$ cat src/rtl/warp_branch_stack.sv
// Per-warp PC, active mask and divergence stack for the fetcher; blocks fetch while a branch is unresolved.
// Latency: every input pulse is registered and is visible on the outputs one cycle later. No input-to-output paths.
// Backpressure: none. Pulses are single-cycle and are always consumed. Illegal events are ignored and are flagged in simulation.
module warp_branch_stack #(
  parameter int NumWarps   = 8,
  parameter int WarpWidth  = 4,
  parameter int PcWidth    = 16,
  parameter int StackDepth = 4,
  localparam int WidWidth  = NumWarps > 1 ? $clog2(NumWarps) : 1
) (
  input  logic                          clk_i,
  input  logic                          rst_ni,
  input  logic                          init_i,
  input  logic [PcWidth-1:0]            init_pc_i,
  input  logic                          fetch_i,
  input  logic [WidWidth-1:0]           fetch_wid_i,
  input  logic                          dec_branch_i,
  input  logic [WidWidth-1:0]           dec_branch_wid_i,
  input  logic                          dec_stop_i,
  input  logic [WidWidth-1:0]           dec_stop_wid_i,
  input  logic                          bru_branch_i,
  input  logic [WidWidth-1:0]           bru_branch_wid_i,
  input  logic [WarpWidth-1:0]          bru_branching_mask_i,
  input  logic [PcWidth-1:0]            bru_branch_pc_i,
  output logic [NumWarps-1:0]           warp_ready_o,
  output logic [NumWarps*PcWidth-1:0]   warp_pc_o,
  output logic [NumWarps*WarpWidth-1:0] warp_act_mask_o,
  output logic                          all_done_o,
  output logic                          overflow_o
);

  localparam int SpWidth  = $clog2(StackDepth + 1);
  localparam int IdxWidth = StackDepth > 1 ? $clog2(StackDepth) : 1;

  typedef enum logic [1:0] {IDLE, READY, WAIT_BR, DONE} warp_state_e;

  warp_state_e          state_q [NumWarps];
  warp_state_e          state_d [NumWarps];
  logic [PcWidth-1:0]   pc_q    [NumWarps];
  logic [PcWidth-1:0]   pc_d    [NumWarps];
  logic [WarpWidth-1:0] mask_q  [NumWarps];
  logic [WarpWidth-1:0] mask_d  [NumWarps];
  logic [SpWidth-1:0]   sp_q    [NumWarps];
  logic [SpWidth-1:0]   sp_d    [NumWarps];
  logic [PcWidth-1:0]   stk_pc_q   [NumWarps][StackDepth];
  logic [WarpWidth-1:0] stk_mask_q [NumWarps][StackDepth];
  logic [WarpWidth-1:0] taken     [NumWarps];
  logic [WarpWidth-1:0] not_taken [NumWarps];
  logic [NumWarps-1:0]  push;
  logic                 overflow_q, overflow_d;

  // Split each warp's active mask into the taken and fall-through thread sets.
  always_comb begin
    for (int w = 0; w < NumWarps; w++) begin
      taken[w]     = bru_branching_mask_i & mask_q[w];
      not_taken[w] = mask_q[w] & ~bru_branching_mask_i;
    end
  end

  // Next-state logic. A stop wins over a resolution for the same warp; init wins over everything.
  always_comb begin
    overflow_d = overflow_q;
    push       = '0;
    for (int w = 0; w < NumWarps; w++) begin
      state_d[w] = state_q[w];
      pc_d[w]    = pc_q[w];
      mask_d[w]  = mask_q[w];
      sp_d[w]    = sp_q[w];
      if (init_i) begin
        state_d[w] = READY;
        pc_d[w]    = init_pc_i;
        mask_d[w]  = '1;
        sp_d[w]    = '0;
      end else begin
        if (state_q[w] == READY) begin
          if (fetch_i && fetch_wid_i == WidWidth'(w))           pc_d[w]    = pc_q[w] + 1'b1;
          if (dec_branch_i && dec_branch_wid_i == WidWidth'(w)) state_d[w] = WAIT_BR;
        end
        if (dec_stop_i && dec_stop_wid_i == WidWidth'(w) &&
            (state_q[w] == READY || state_q[w] == WAIT_BR)) begin
          if (sp_q[w] != '0) begin
            // Resume the most recently deferred fall-through path.
            pc_d[w]    = stk_pc_q[w][IdxWidth'(sp_q[w] - 1'b1)];
            mask_d[w]  = stk_mask_q[w][IdxWidth'(sp_q[w] - 1'b1)];
            sp_d[w]    = sp_q[w] - 1'b1;
            state_d[w] = READY;
          end else begin
            state_d[w] = DONE;
            mask_d[w]  = '0;
          end
        end else if (bru_branch_i && bru_branch_wid_i == WidWidth'(w) && state_q[w] == WAIT_BR) begin
          state_d[w] = READY;
          if (taken[w] == '0) begin
            pc_d[w] = pc_q[w];
          end else if (not_taken[w] == '0) begin
            pc_d[w] = bru_branch_pc_i;
          end else begin
            pc_d[w]   = bru_branch_pc_i;
            mask_d[w] = taken[w];
            // With no room left the fall-through threads are lost; the sticky flag records it.
            if (sp_q[w] == SpWidth'(StackDepth)) begin
              overflow_d = 1'b1;
            end else begin
              push[w] = 1'b1;
              sp_d[w] = sp_q[w] + 1'b1;
            end
          end
        end
      end
    end
  end

  // Per-warp state, PC, mask and stack pointer registers.
  always_ff @(posedge clk_i or negedge rst_ni) begin
    if (!rst_ni) begin
      overflow_q <= 1'b0;
      for (int w = 0; w < NumWarps; w++) begin
        state_q[w] <= IDLE;
        pc_q[w]    <= '0;
        mask_q[w]  <= '0;
        sp_q[w]    <= '0;
      end
    end else begin
      overflow_q <= overflow_d;
      for (int w = 0; w < NumWarps; w++) begin
        state_q[w] <= state_d[w];
        pc_q[w]    <= pc_d[w];
        mask_q[w]  <= mask_d[w];
        sp_q[w]    <= sp_d[w];
      end
    end
  end

  // Stack storage: the pointer alone defines validity, so the entries need no reset.
  always_ff @(posedge clk_i) begin
    for (int w = 0; w < NumWarps; w++) begin
      if (push[w]) begin
        stk_pc_q[w][IdxWidth'(sp_q[w])]   <= pc_q[w];
        stk_mask_q[w][IdxWidth'(sp_q[w])] <= not_taken[w];
      end
    end
  end

  // Flatten per-warp state onto the output buses.
  always_comb begin
    all_done_o = 1'b1;
    overflow_o = overflow_q;
    for (int w = 0; w < NumWarps; w++) begin
      warp_ready_o[w]                           = (state_q[w] == READY);
      warp_pc_o[w*PcWidth +: PcWidth]           = pc_q[w];
      warp_act_mask_o[w*WarpWidth +: WarpWidth] = mask_q[w];
      all_done_o                                = all_done_o & (state_q[w] == DONE);
    end
  end

`ifndef SYNTHESIS
  // Flag events that the control flow ignores because the warp is in the wrong state.
  always @(posedge clk_i) begin
    if (rst_ni && !init_i) begin
      if (fetch_i) a_fetch_ready: assert (state_q[fetch_wid_i] == READY);
      if (bru_branch_i) a_bru_wait: assert (state_q[bru_branch_wid_i] == WAIT_BR);
      if (bru_branch_i && dec_stop_i) a_stop_bru: assert (bru_branch_wid_i != dec_stop_wid_i);
    end
  end
`endif

endmodule
$ cat config.mk
export PLATFORM = sky130hd
export DESIGN_NAME = warp_branch_stack
export DESIGN_NICKNAME = d
export VERILOG_FILES = /design/src/rtl/warp_branch_stack.sv
export SDC_FILE = /design/constraint.sdc
export NUM_CORES = 1
export LEC_CHECK = 0
export BUFFER_PORTS_ARGS = -buffer_cell sky130_fd_sc_hd__buf_4
export CORE_AREA = 5 5 341 343
export CTS_BUF_LIST = sky130_fd_sc_hd__clkbuf_4 sky130_fd_sc_hd__clkbuf_8
export CTS_CLUSTER_SIZE = 20
export DETAILED_ROUTE_END_ITERATION = 16
export DIE_AREA = 0 0 346 348
export GPL_TIMING_DRIVEN = 0
export SLEW_MARGIN = 20
export SYNTH_ARGS = -nofsm -noshare
export SYNTH_HDL_FRONTEND = slang
export SYNTH_SLANG_ARGS = --single-unit
$ cat constraint.sdc
create_clock -name clk_i -period 8.55 [get_ports clk_i]
set_input_delay 1.71 -clock clk_i [delete_from_list [all_inputs] [get_ports clk_i]]
set_output_delay 1.71 -clock clk_i [all_outputs]
set_load 0.01 [all_outputs]
==> results_dict.tcl <==
set metrics [dict create \
    max_freq_mhz 197 \
    grt_max_degree 85 \
    synth-main-ff-cell "edfxtp_1" \
    design.final.nets 3284 \
    detail_route.wirelength_um 144000 \
    remaining_drc_errors 0 \
    final_antenna_net_count 0 \
    tritoncts "yes" \
    ctsHtreeMaxLevel 4 \
    post_synthesis_sequential_element_count 841 \
    critical-path-top-cell-by-count "clkbuf_1" \
    worstPathBufferInverterCount 6 \
    final.fill_count 10700 \
    resized_gates_after_cts 0 \
    timing_worst_slew_pin_value_ps 1320 \
    coreArea_mm2 0.113 \
    cp_data_required_time_ps 8990 \
    max_slew_margin_pct 11.9 \
    hold_path.class "reg2reg" \
    clock_latency_ps 850 \
    post-route-period-util_pct 59.4 \
    rsz0062_at_grt "false" \
    fraction_of_the_mapped_netlist_area_in_compound_gates_pct 12.5 \
    critical-path-top-delay-family "buffers and inverters" \
    timing.max_cap.violations 0 \
    grt_pass1_wl_um 202000 \
    dr_total_vias 28700 \
    pre_cts_ws_ps 2330 \
    worst-setup-path-type "in2reg" \
    cts.sinks 841 \
    drtIter0Drc 3567 \
    synthArstFlopShare_pct 23.9 \
    area_of_the_die_mm2 0.120 \
    post_cts_hold_buffer_count 0 \
    final.min_clock_period_ps 5080 \
    worstPathCellList "buf_2 -> inv_1 -> clkbuf_1 -> clkbuf_2 -> buf_1 -> clkbuf_1 -> and3_2" \
    cts-root-to-sink-buffers 3 \
    postSynthCellCount 2791 \
    final.setup.worst_slack_ps 3470 \
    clock-root-buffer "clkbuf_8" \
    clk_transition_reported_paths_ps 60 \
    chipWidth_um 346 \
    worst_setup_path_start_kind "input pin" \
    hold-worst-slack_ps 562 \
    detail_route.wl_per_cell_um 29.9 \
    synthDistinctLibCells 96 \
    rows 124 \
    yosys-mux-area-fraction_pct 10.0 \
    vias_per_cell 5.97 \
    detailedPlacementHpwl_um 97600 \
    setup_viol_count_final 0 \
    grtUsageTotal_pct 23.1 \
    synth_xor_area_share_pct 0.559 \
    timing.final.hold_violations 0 \
    area.growth.synth_to_final_pct 17.4 \
    drive_above_1_share_pct 24.3 \
    cts_setup_buffers 0 \
    first_pass_iters 8 \
    timing.setup.tns_ps 0 \
    chipHeight_um 348 \
    synth-edff-count 640 \
    syn-num-nets 2918 \
    seq_area_frac_synth_pct 61.9 \
    fin_worst_skew_ps 60.2 \
    finish.cell_count_without_fillers 4802 \
    numPortBuffers 208 \
    worst_path_max_delay_cell "clkbuf_1" \
    postSynthAreaPerCell_um2 14.0 \
    synth_simple_gate_area_share_pct 10.3 \
    ios 225 \
    synth-adder-area-share_pct 2.30 \
    cts_buffers 144 \
    worst_ir_drop_vdd_mv 0.119 \
    static_leakage_power_nw 16.2 \
    gp_routability_congestion 0.939 \
    overflow 0 \
    run_status "completed" \
    r2r_setup_slack_ps 4570 \
    first_global_vias 27500 \
    timing.critical_path.to_type "flip-flop" \
    critical_path_peak_fanout 20 \
    place.detailed.instances 4519 \
    syn_area_mm2 0.0392 \
    final-max-slew-violation-count 0 \
    start_util_pct 34.6 \
    worst-endpoint-arrival_ps 5520 \
    grt_antenna_before_repair 18 \
    dominant_combinational_cell_family_by_area_after_synthesis "compound AO/OA/AOI/OAI gates" \
    synth_warnings 0 \
    cpPeakStageDelay_ps 760 \
    power_per_cell_area_mw_per_mm2 220 \
]
[report_power, final]
group          total (mW)  internal, mW  switching, mW
registers            4.79          4.55          0.239
clock network        3.85          2.11           1.74
logic                1.49         0.610          0.885
[cells in the mapped netlist, drive strengths merged (48+ instances only)]
cell type	number	area [um2]
nor2	120	458
o21ai	132	661
nand3	85	425
clkbuf	95	357
edfxtp	640	19200
a221oi	54	485
a21oi	90	450
nand2	202	758
and2	48	300
and3	48	300
ha	72	901
buf	73	358
mux4	160	3600
inv	64	240
dfrtp	201	5030
[path summary, 6_finish.rpt]
kind                       cells past startpoint     start           endpoint
min in group asynchronous                      1    rst_ni      warp_pc_o[93]
max reg2reg                                   10  sp_q[12]      warp_pc_o[60]
max in group asynchronous                      3    rst_ni       warp_pc_o[8]
max                                            7    init_i  stk_mask_q[0][39]
min reg2reg                                    2   sp_q[7]            sp_q[7]
min                                            2   sp_q[7]            sp_q[7]
[flip-flops by register name (all words and copies together), names as in the netlist]
signal / count
stk_mask_q: 128
warp_pc_o: 128
stk_pc_q: 512
warp_act_mask_o: 32
sp_q: 24
overflow_o: 1
state_q: 16
[cell usage in the layout, fill, tap and decap left out, types with 25 or more instances in the layout]
master	count
and3_1	44
buf_4	210
nand2_1	202
a21o_1	35
edfxtp_1	640
nor2b_1	43
a221o_1	31
a21oi_1	90
nor3_1	44
buf_2	51
clkbuf_4	47
mux4_2	160
nand3_1	85
a32o_1	29
o21ai_0	124
dfrtp_1	201
and2_1	27
a211oi_1	25
nor2_1	111
ha_1	72
o31ai_1	41
clkbuf_8	164
a31oi_1	42
a221oi_1	52
clkbuf_1	80
a22oi_1	25
inv_1	64
a22o_1	26
[layer usage]
| layer | track usage [%] | vias to the layer above | part of all wire (%) |
|---|---|---|---|
| met5 | 0 | - | 0.047 |
| met4 | 10.8 | 10 | 4.9 |
| met3 | 7.41 | 354 | 12 |
| met2 | 34.6 | 1769 | 44 |
| li1 | - | 11900 | - |
| met1 | 30.7 | 14600 | 39 |
[final cells by class]
class,instances,area (um2),share of cell area [%]
inverters,64,240,0.522
clock buffers,211,2610,5.67
well taps,1512,1890,4.11
repair buffers,220,1780,3.87
diodes,12,30.0,0.0652
multi-input cells,1718,14000,30.5
plain buffers,168,739,1.61
flip-flops and latches,841,24200,52.7
clock inverters,56,448,0.973
[logic make-up after synthesis]
group	after synthesis
simple gates	758
flops	841
fa+ha+maj	72
mux	190
xor+xnor	25
compound gates	673
buf+inv	232
[per-stage QoR]
stage,util (%),total power [mW],instance area [um2]
floorplan,-,5.63,39200
global placement,37.7,6.33,42600
detailed placement,37.8,6.35,42900
CTS,40.5,10.2,45900
global route,40.6,10.5,46000
finish,40.6,10.1,46000
[worst reg2reg max path: stages (launching register included)]
cell      delay [ps]
dfrtp_1          450
clkbuf_1         350
buf_2            440
buf_2            410
inv_1            150
ha_1             420
clkbuf_1         530
mux4_2           450
a221oi_1         380
a31oi_1          150
o21a_1           160
Power figures use the tool's default switching activity.
